<file path="src/rtl/serializer_pkg.sv">
// serializer_pkg: shared state encoding, packet type codes, layout helpers and meta field offsets
package serializer_pkg;
  typedef enum logic [2:0] {IDLE, ISSUE_RD, ISSUE_WR, WR_DATA, LEN_ERR} state_t;
  localparam logic WRITE = 1'b1;
  localparam logic READ = 1'b0;
  localparam int OFF_REGION = 0;
  localparam int OFF_QOS = 4;
  localparam int OFF_PROT = 8;
  localparam int OFF_CACHE = 11;
  localparam int OFF_LOCK = 15;
  localparam int OFF_BURST = 16;
  localparam int OFF_SIZE = 18;
  localparam int OFF_LEN = 21;
  localparam int OFF_ID = 29;
  function automatic int meta_w(input int addr_w, input int id_w, input int user_w);
    return addr_w + id_w + 29 + user_w;
  endfunction
  function automatic int pkt_w(input int addr_w, input int id_w, input int user_w, input int data_w, input int max_beats);
    return 1 + meta_w(addr_w, id_w, user_w) + max_beats * (data_w / 8) + max_beats * data_w;
  endfunction
endpackage

</file>
<file path="src/rtl/outstanding_tracker.sv">
// outstanding_tracker: saturating in-flight transaction counter with full flag
module outstanding_tracker #(
  parameter int MAX_OUTSTANDING = 4,
  localparam int CNT_W = $clog2(MAX_OUTSTANDING + 1)
) (
  input  logic             clk,
  input  logic             rst,
  input  logic             up,
  input  logic             down_b,
  input  logic             down_r,
  output logic [CNT_W-1:0] count,
  output logic             full
);
  int drained, nxt;
  assign full = int'(count) >= MAX_OUTSTANDING;
  // responses arriving with nothing in flight are dropped before the new issue is added
  always_comb begin
    drained = int'(count) - int'(down_b) - int'(down_r);
    nxt = (drained < 0 ? 0 : drained) + int'(up);
  end
  // counter register, clamped at the configured ceiling
  always_ff @(posedge clk or posedge rst)
    if (rst) count <= '0;
    else count <= nxt > MAX_OUTSTANDING ? CNT_W'(MAX_OUTSTANDING) : CNT_W'(nxt);
endmodule

</file>
<file path="src/rtl/burst_serializer.sv">
// burst_serializer: turns one flattened packet into a full AXI4 read or write burst
module burst_serializer
  import serializer_pkg::*;
#(
  parameter int ID_W = 16,
  parameter int ADDR_W = 32,
  parameter int DATA_W = 128,
  parameter int USER_W = 1,
  parameter int MAX_BEATS = 4,
  parameter int MAX_OUTSTANDING = 4,
  localparam int META_W = meta_w(ADDR_W, ID_W, USER_W),
  localparam int PKT_W = pkt_w(ADDR_W, ID_W, USER_W, DATA_W, MAX_BEATS),
  localparam int STRB_W = DATA_W / 8,
  localparam int CNT_W = $clog2(MAX_OUTSTANDING + 1)
) (
  input  logic              M_AXI_ACLK,
  input  logic              M_AXI_ARESET,
  input  logic              valid,
  output logic              ready,
  input  logic [PKT_W-1:0]  packet,
  output logic [ID_W-1:0]   M_AXI_AWID,
  output logic [ADDR_W-1:0] M_AXI_AWADDR,
  output logic [7:0]        M_AXI_AWLEN,
  output logic [2:0]        M_AXI_AWSIZE,
  output logic [1:0]        M_AXI_AWBURST,
  output logic              M_AXI_AWLOCK,
  output logic [3:0]        M_AXI_AWCACHE,
  output logic [2:0]        M_AXI_AWPROT,
  output logic [3:0]        M_AXI_AWQOS,
  output logic [3:0]        M_AXI_AWREGION,
  output logic [USER_W-1:0] M_AXI_AWUSER,
  output logic              M_AXI_AWVALID,
  input  logic              M_AXI_AWREADY,
  output logic [DATA_W-1:0] M_AXI_WDATA,
  output logic [STRB_W-1:0] M_AXI_WSTRB,
  output logic              M_AXI_WLAST,
  output logic              M_AXI_WVALID,
  input  logic              M_AXI_WREADY,
  input  logic [1:0]        M_AXI_BRESP,
  input  logic              M_AXI_BVALID,
  output logic              M_AXI_BREADY,
  output logic [ID_W-1:0]   M_AXI_ARID,
  output logic [ADDR_W-1:0] M_AXI_ARADDR,
  output logic [7:0]        M_AXI_ARLEN,
  output logic [2:0]        M_AXI_ARSIZE,
  output logic [1:0]        M_AXI_ARBURST,
  output logic              M_AXI_ARLOCK,
  output logic [3:0]        M_AXI_ARCACHE,
  output logic [2:0]        M_AXI_ARPROT,
  output logic [3:0]        M_AXI_ARQOS,
  output logic [3:0]        M_AXI_ARREGION,
  output logic [USER_W-1:0] M_AXI_ARUSER,
  output logic              M_AXI_ARVALID,
  input  logic              M_AXI_ARREADY,
  input  logic [1:0]        M_AXI_RRESP,
  input  logic              M_AXI_RLAST,
  input  logic              M_AXI_RVALID,
  output logic              M_AXI_RREADY,
  output logic              resp_err,
  output logic              len_err,
  output logic [CNT_W-1:0]  outstanding
);
  localparam int BEAT_W = MAX_BEATS > 1 ? $clog2(MAX_BEATS) : 1;
  localparam int META_LSB = MAX_BEATS * (DATA_W + STRB_W);
  state_t state, nxt;
  logic [PKT_W-2:0] pkt_q;
  logic [META_W-1:0] meta;
  logic [BEAT_W-1:0] beat_idx;
  logic [DATA_W-1:0] beat_data [MAX_BEATS];
  logic [STRB_W-1:0] beat_strb [MAX_BEATS];
  logic w_done, full, accept, w_hs, w_last_hs, unused;
  assign meta = pkt_q[META_LSB +: META_W];
  for (genvar b = 0; b < MAX_BEATS; b++) begin : g_beat
    assign beat_data[b] = pkt_q[(MAX_BEATS - 1 - b) * DATA_W +: DATA_W];
    assign beat_strb[b] = pkt_q[MAX_BEATS * DATA_W + (MAX_BEATS - 1 - b) * STRB_W +: STRB_W];
  end
  assign M_AXI_AWUSER = meta[0 +: USER_W];
  assign M_AXI_AWREGION = meta[USER_W + OFF_REGION +: 4];
  assign M_AXI_AWQOS = meta[USER_W + OFF_QOS +: 4];
  assign M_AXI_AWPROT = meta[USER_W + OFF_PROT +: 3];
  assign M_AXI_AWCACHE = meta[USER_W + OFF_CACHE +: 4];
  assign M_AXI_AWLOCK = meta[USER_W + OFF_LOCK];
  assign M_AXI_AWBURST = meta[USER_W + OFF_BURST +: 2];
  assign M_AXI_AWSIZE = meta[USER_W + OFF_SIZE +: 3];
  assign M_AXI_AWLEN = meta[USER_W + OFF_LEN +: 8];
  assign M_AXI_AWID = meta[USER_W + OFF_ID +: ID_W];
  assign M_AXI_AWADDR = meta[USER_W + OFF_ID + ID_W +: ADDR_W];
  assign M_AXI_ARUSER = M_AXI_AWUSER;
  assign M_AXI_ARREGION = M_AXI_AWREGION;
  assign M_AXI_ARQOS = M_AXI_AWQOS;
  assign M_AXI_ARPROT = M_AXI_AWPROT;
  assign M_AXI_ARCACHE = M_AXI_AWCACHE;
  assign M_AXI_ARLOCK = M_AXI_AWLOCK;
  assign M_AXI_ARBURST = M_AXI_AWBURST;
  assign M_AXI_ARSIZE = M_AXI_AWSIZE;
  assign M_AXI_ARLEN = M_AXI_AWLEN;
  assign M_AXI_ARID = M_AXI_AWID;
  assign M_AXI_ARADDR = M_AXI_AWADDR;
  assign ready = state == IDLE && !full;
  assign accept = valid && ready;
  assign M_AXI_AWVALID = state == ISSUE_WR;
  assign M_AXI_ARVALID = state == ISSUE_RD;
  assign M_AXI_WVALID = (state == ISSUE_WR && !w_done) || state == WR_DATA;
  assign M_AXI_WDATA = beat_data[beat_idx];
  assign M_AXI_WSTRB = beat_strb[beat_idx];
  assign M_AXI_WLAST = M_AXI_WVALID && 8'(beat_idx) == M_AXI_AWLEN;
  assign M_AXI_BREADY = !M_AXI_ARESET;
  assign M_AXI_RREADY = !M_AXI_ARESET;
  assign len_err = state == LEN_ERR;
  assign w_hs = M_AXI_WVALID && M_AXI_WREADY;
  assign w_last_hs = w_hs && M_AXI_WLAST;
  assign unused = &{1'b0, M_AXI_BRESP[0], M_AXI_RRESP[0]};
  outstanding_tracker #(.MAX_OUTSTANDING(MAX_OUTSTANDING)) u_tracker (
    .clk(M_AXI_ACLK),
    .rst(M_AXI_ARESET),
    .up((M_AXI_AWVALID && M_AXI_AWREADY) || (M_AXI_ARVALID && M_AXI_ARREADY)),
    .down_b(M_AXI_BVALID && M_AXI_BREADY),
    .down_r(M_AXI_RVALID && M_AXI_RREADY && M_AXI_RLAST),
    .count(outstanding),
    .full(full)
  );
  // next state: the write leaves ISSUE_WR only once AW is done, finishing directly if WLAST already went
  always_comb begin
    nxt = state;
    case (state)
      IDLE: if (accept) nxt = int'(packet[META_LSB + USER_W + OFF_LEN +: 8]) >= MAX_BEATS ? LEN_ERR : packet[PKT_W-1] == WRITE ? ISSUE_WR : ISSUE_RD;
      ISSUE_RD: if (M_AXI_ARREADY) nxt = IDLE;
      ISSUE_WR: if (M_AXI_AWREADY) nxt = (w_done || w_last_hs) ? IDLE : WR_DATA;
      WR_DATA: if (w_last_hs) nxt = IDLE;
      default: nxt = IDLE;
    endcase
  end
  // state, packet latch, beat pointer and registered error pulse
  always_ff @(posedge M_AXI_ACLK or posedge M_AXI_ARESET)
    if (M_AXI_ARESET) begin
      state <= IDLE;
      pkt_q <= '0;
      beat_idx <= '0;
      w_done <= 1'b0;
      resp_err <= 1'b0;
    end else begin
      state <= nxt;
      resp_err <= (M_AXI_BVALID && M_AXI_BRESP[1]) || (M_AXI_RVALID && M_AXI_RRESP[1]);
      if (accept) begin
        pkt_q <= packet[PKT_W-2:0];
        beat_idx <= '0;
        w_done <= 1'b0;
      end else begin
        if (w_hs && !M_AXI_WLAST) beat_idx <= beat_idx + 1'b1;
        if (state == ISSUE_WR && w_last_hs) w_done <= 1'b1;
      end
    end
endmodule

</file>
<file path="config.mk">
export PLATFORM = sky130hd
export DESIGN_NAME = burst_serializer
export DESIGN_NICKNAME = d
export VERILOG_FILES = /design/src/rtl/serializer_pkg.sv /design/src/rtl/outstanding_tracker.sv /design/src/rtl/burst_serializer.sv
export SDC_FILE = /design/constraint.sdc
export NUM_CORES = 2
export LEC_CHECK = 0
export ABC_AREA = 1
export BUFFER_PORTS_ARGS = -buffer_cell sky130_fd_sc_hd__buf_2
export CAP_MARGIN = 25
export CELL_PAD_IN_SITES_DETAIL_PLACEMENT = 0
export CELL_PAD_IN_SITES_GLOBAL_PLACEMENT = 2
export CORE_AREA = 2 2 383 385
export CTS_BUF_LIST = sky130_fd_sc_hd__clkbuf_8
export DETAILED_ROUTE_END_ITERATION = 7
export DIE_AREA = 0 0 385 387
export GPL_TIMING_DRIVEN = 0
export PLACE_DENSITY = 0.72
export SLEW_MARGIN = 40
export SYNTH_ARGS = -nofsm -noshare
export SYNTH_HDL_FRONTEND = slang
export SYNTH_HIERARCHICAL = 1
export SYNTH_SLANG_ARGS = --single-unit
</file>
<file path="constraint.sdc">
create_clock -name M_AXI_ACLK -period 51.4 [get_ports M_AXI_ACLK]
set_input_delay 7.71 -clock M_AXI_ACLK [delete_from_list [all_inputs] [get_ports M_AXI_ACLK]]
set_output_delay 7.71 -clock M_AXI_ACLK [all_outputs]
set_load 0.01 [all_outputs]
</file>
After elaboration in Yosys (flattened, before gate mapping)
Index checks and enable logic that the tools add are counted.
{ "op_classes": {"n_bitwise": 1, "n_div": 0, "magnitude_cmp": 5, "n_mux": 20, "add_sub_neg": 4, "n_reduce_logical": 27, "shift": 0, "eq_ne": 9, "multipliers": 0} }
{ "op_table": {"columns": ["operator", "n"], "rows": [
  ["$bmux W128 S2", 1],
  ["$mux W128", 2],
  ["$add A32 B2 Y32", 1],
  ["$bmux W16 S2", 1],
  ["$gt A32 B4 Y1 const B", 1],
  ["$lt A32 B1 Y1 const B", 1],
  ["$mux W16", 2],
  ["$mux W32", 1],
  ["$sub A32 B2 Y32", 1],
  ["$mux W3", 6],
  ["$logic_and A1 B1 Y1", 15],
  ["$pmux W3 S4", 1],
  ["$eq A2 B8 Y1", 1],
  ["$ge A8 B3 Y1 const B", 1],
  ["$mux W2", 4],
  ["$eq A3 B2 Y1 const B", 2],
  ["$ge A3 B3 Y1 const B", 2],
  ["$logic_not A1 Y1", 4],
  ["$logic_or A1 B1 Y1", 4],
  ["$ne A2 B1 Y1 const B", 2],
  ["$ne A2 B2 Y1 const B", 2],
  ["$reduce_and A4 Y1", 1],
  ["$reduce_bool A2 Y1", 2],
  ["$sub A3 B1 Y4", 1],
  ["other kinds (6)", 7]
]} }
{ "totals": {"inputBits": 668, "ramBits": 0, "output_inout_bits": 312, "mem_count": 0, "latchBits": 0, "elab_cells": 72, "mem_bits_ro": 0, "reg_bits": 664} }

Depth between registers and ports, before layout
{ "logic_depth": {"depth_word": 9, "depth_mapped": 17, "mapped_depth_nobuf": 17} }

Modules after synthesis
Netlist, hierarchy kept.
{ "modules_own_cells": {"columns": ["module", "cells_each", "instances", "area_per_inst_um2", "seq_area_each_um2"], "rows": [
  ["burst_serializer", 3823, 1, 30211.5, 16540.9],
  ["outstanding_tracker", 46, 1, 325.3, 75.1]
]} }

Least setup slack after synthesis
OpenSTA, ideal clock, no wires.
{ "synth_timing": {"path_kind": "in2out", "start": "input port M_AXI_ARESET", "end": "output port M_AXI_RREADY", "t_required_ns": 43.690, "stages": 2, "path_buffers": 1, "slack_ns": 20.985, "arrival_ns": 22.705, "path_cell_list": "inv_1 -> buf_4"} }
{ "synth_between": {"elab_chain_len": 1} }
{ "synth_rtl": {"columns": ["element", "line", "rtl"], "rows": [
  ["from (decl)", "burst_serializer.sv:17", "input logic M_AXI_ARESET,"],
  ["$logic_not A1 Y1 (no line)", null, null],
  ["to (decl)", "burst_serializer.sv:58", "output logic M_AXI_RREADY,"]
]} }
No other way between the ends.

Worst setup path in the final report
{ "layout_timing": {"start": "input port M_AXI_ARESET", "end": "output port M_AXI_BREADY"} }
{ "layout_between": {"elab_chain_len": 1} }
{ "layout_rtl": {"columns": ["element", "line", "rtl"], "rows": [
  ["$logic_not A1 Y1 (no line)", null, null],
  ["to (decl)", "burst_serializer.sv:41", "output logic M_AXI_BREADY,"]
]} }
No other way between the ends.

==> impl_metrics.tcl <==
set metrics [dict create \
    final_cell_mix "nand2_1 (1984), buf_2 (1104), dfrtp_1 (664)" \
    fin_skew_ns 0.0434 \
    vdd.ir_drop.worst_v 0.0000221 \
    leakagePower_nw 22.5 \
    path_delay_family "buffers and inverters" \
    hold-worst-slack_ns 0.471 \
    final.setup.tns_ns 0 \
    cts_tree "yes" \
    clk_latency_ns 0.85 \
    cts_resized 0 \
    criticalPathCategory "in -> out" \
    dieArea_um2 149000 \
    setup_ws_ns 34.56 \
    finalMaxSlewViolations 0 \
    finalSetupViolations 0 \
    critPathCaptureType "output port" \
    critPathMaxStageDelay_ns 0.34 \
    drv_cap 0 \
    synth_cell_type_count 31 \
    worstPathMaxFanout 63 \
    die_h_um 387 \
    core-area_um2 145000 \
    instances_no_fill 7035 \
    ys_seq_area_share_pct 54.4 \
    dp_cells 6773 \
    yosys_warnings 6 \
    async_flop_share_pct 100 \
    powerDensity_nw_per_um2 69.4 \
    cp_data_required_time_ns 43.69 \
    hold_buffers 0 \
    hp-class "reg -> reg" \
    layout-drive-gt1-share_pct 30.1 \
    crit_slowest_cell "buf_16" \
    drt-total-wl_um 155000 \
    worst_slew_pin_slew_ns 0.836 \
    finalPower_mw 2.84 \
    start_kind "primary input" \
    port_buffers 977 \
    maxSlewHeadroom_pct 43.7 \
    fillers 16236 \
    syn_inst 3869 \
    antenna_left 0 \
    mostFrequentLayoutCell "nand2_1" \
    hold_viol 0 \
    place_hpwl_um 121000 \
    path_cells "buf_2 > inv_8 > buf_16 > buf_16 > buf_2" \
    routed_via_density 4.26 \
    track_usage_pct 20.4 \
    path_clk_slew_ns 0.05 \
    status "complete, no violations" \
    min_period_ns 16.84 \
    ys_seq_elements 664 \
    num_rows 140 \
    antenna_found_initial 89 \
    grt_overflow_total 0 \
    grt_pass1_wl_um 218000 \
    numCtsBuffers 133 \
    drt_iter0_markers 1847 \
    rsz0062_at_grt "false" \
    finalCritPeriodShare_pct 32.8 \
    die_x_um 385 \
    syn_nets 4543 \
    initial_core_util_pct 21.1 \
    nets 5665 \
    synth_edf_count 0 \
    clock_sink_count 664 \
    htreeDepth 4 \
    drt_pre_antenna_iters 5 \
    max_freq_mhz 59.4 \
    ioPinCount 980 \
    syn_area_per_cell_um2 7.89 \
    synth_ff_type "dfrtp_1" \
    final_util_pct 28.2 \
    place_ws_ns 34.49 \
    gp_congestion 0.867 \
    grt_max_degree 75 \
    crit_arrival_ns 9.13 \
    multi_input_area_um2 11300 \
    wire_per_inst_um 22.1 \
    syn-cell-area_um2 30500 \
    cp_num_buf_inv 5 \
    post_cts_buffers 0 \
    drc_errors 0 \
    seq_area_um2 16600 \
    clockRootBuffer "clkbuf_8" \
    area_growth_pct 34.0 \
    clockBufferDepth 3 \
    vias 29966 \
    grt_pass1_vias 30535 \
    stdcell_area_um2 40900 \
    postPlaceCellArea_um2 38100 \
]
cell type report:
cell class	instances	share of cell area, %
timing repair buffer	987	12.6
clock inverter	69	1.01
inverter	31	0.324
clock buffer	169	5.69
multi-input combinational	2778	27.7
tap	1917	5.86
sequential	664	40.6
antenna	24	0.147
buffer	396	6.09
where the power goes:
part / internal [mW] / switching (mW) / leakage [nW] / total, mW
Clock: 0.307 / 0.258 / 1.55 / 0.566
Sequential: 0.773 / 0.159 / 8.24 / 0.931
Combinational: 0.475 / 0.865 / 12.7 / 1.34
Total: 1.55 / 1.28 / 22.5 / 2.84
final timing paths:
| path | from | to | slack (ns) | cells after the start |
|---|---|---|---|---|
| max | M_AXI_ARESET | M_AXI_BREADY | 34.56 | 5 |
| min | pkt_q[269] | pkt_q[269] | 0.47 | 2 |
| max reg2reg | beat_idx[0] | beat_idx[0] | 48.78 | 7 |
| min reg2reg | pkt_q[269] | pkt_q[269] | 0.47 | 2 |
| max in group asynchronous | M_AXI_ARESET | pkt_q[464] | 42.76 | 6 |
| min in group asynchronous | M_AXI_ARESET | u_tracker/count[0] | 6.79 | 2 |
synthesized netlist by cell type (3+ instances only):
cell type	count	area, µm²
nand2_1	1984	7450
o22ai_1	144	901
o21ai_0	296	1480
clkbuf_1	80	300
nand2_2	13	81.3
buf_4	160	1200
inv_1	26	97.6
buf_2	127	636
inv_2	3	11.3
buf_6	21	236
nand3_2	3	30.0
dfrtp_1	664	16600
ha_1	6	75.1
nor2_1	314	1180
nor3_1	3	15.0
nand3_1	5	25.0
buf_8	3	45.0
tightest hold or removal path, delay by kind of cell, from the launching register on:
| family | cells | cell delay, ns |
|---|---|---|
| and+or+nand+nor | 2 | 0.10 |
| DFF | 1 | 0.33 |
routing by layer:
layer | wire, µm | GRT usage, %
met1 | 64100 | 25.1
met2 | 76300 | 35.1
met3 | 10600 | 5.03
met4 | 4120 | 5.80
met5 | 391 | 0
state kept, by name, indices dropped and copies added, names as in the netlist:
register / count
beat_idx: 2
pkt_q: 654
resp_err: 1
u_tracker/count: 3
state: 3
w_done: 1
cell families after synthesis:
logic type               Yosys count  synth area share, %
AND/OR/NAND/NOR                 2328                 28.9
adder cells (fa/ha/maj)            6                0.246
buffers and inverters            427                 8.53
AO/OA/AOI/OAI                    443                 7.88
XOR/XNOR                           1               0.0287
flip-flops                       664                 54.4
No activity file was read; power rests on OpenSTA's default activity.
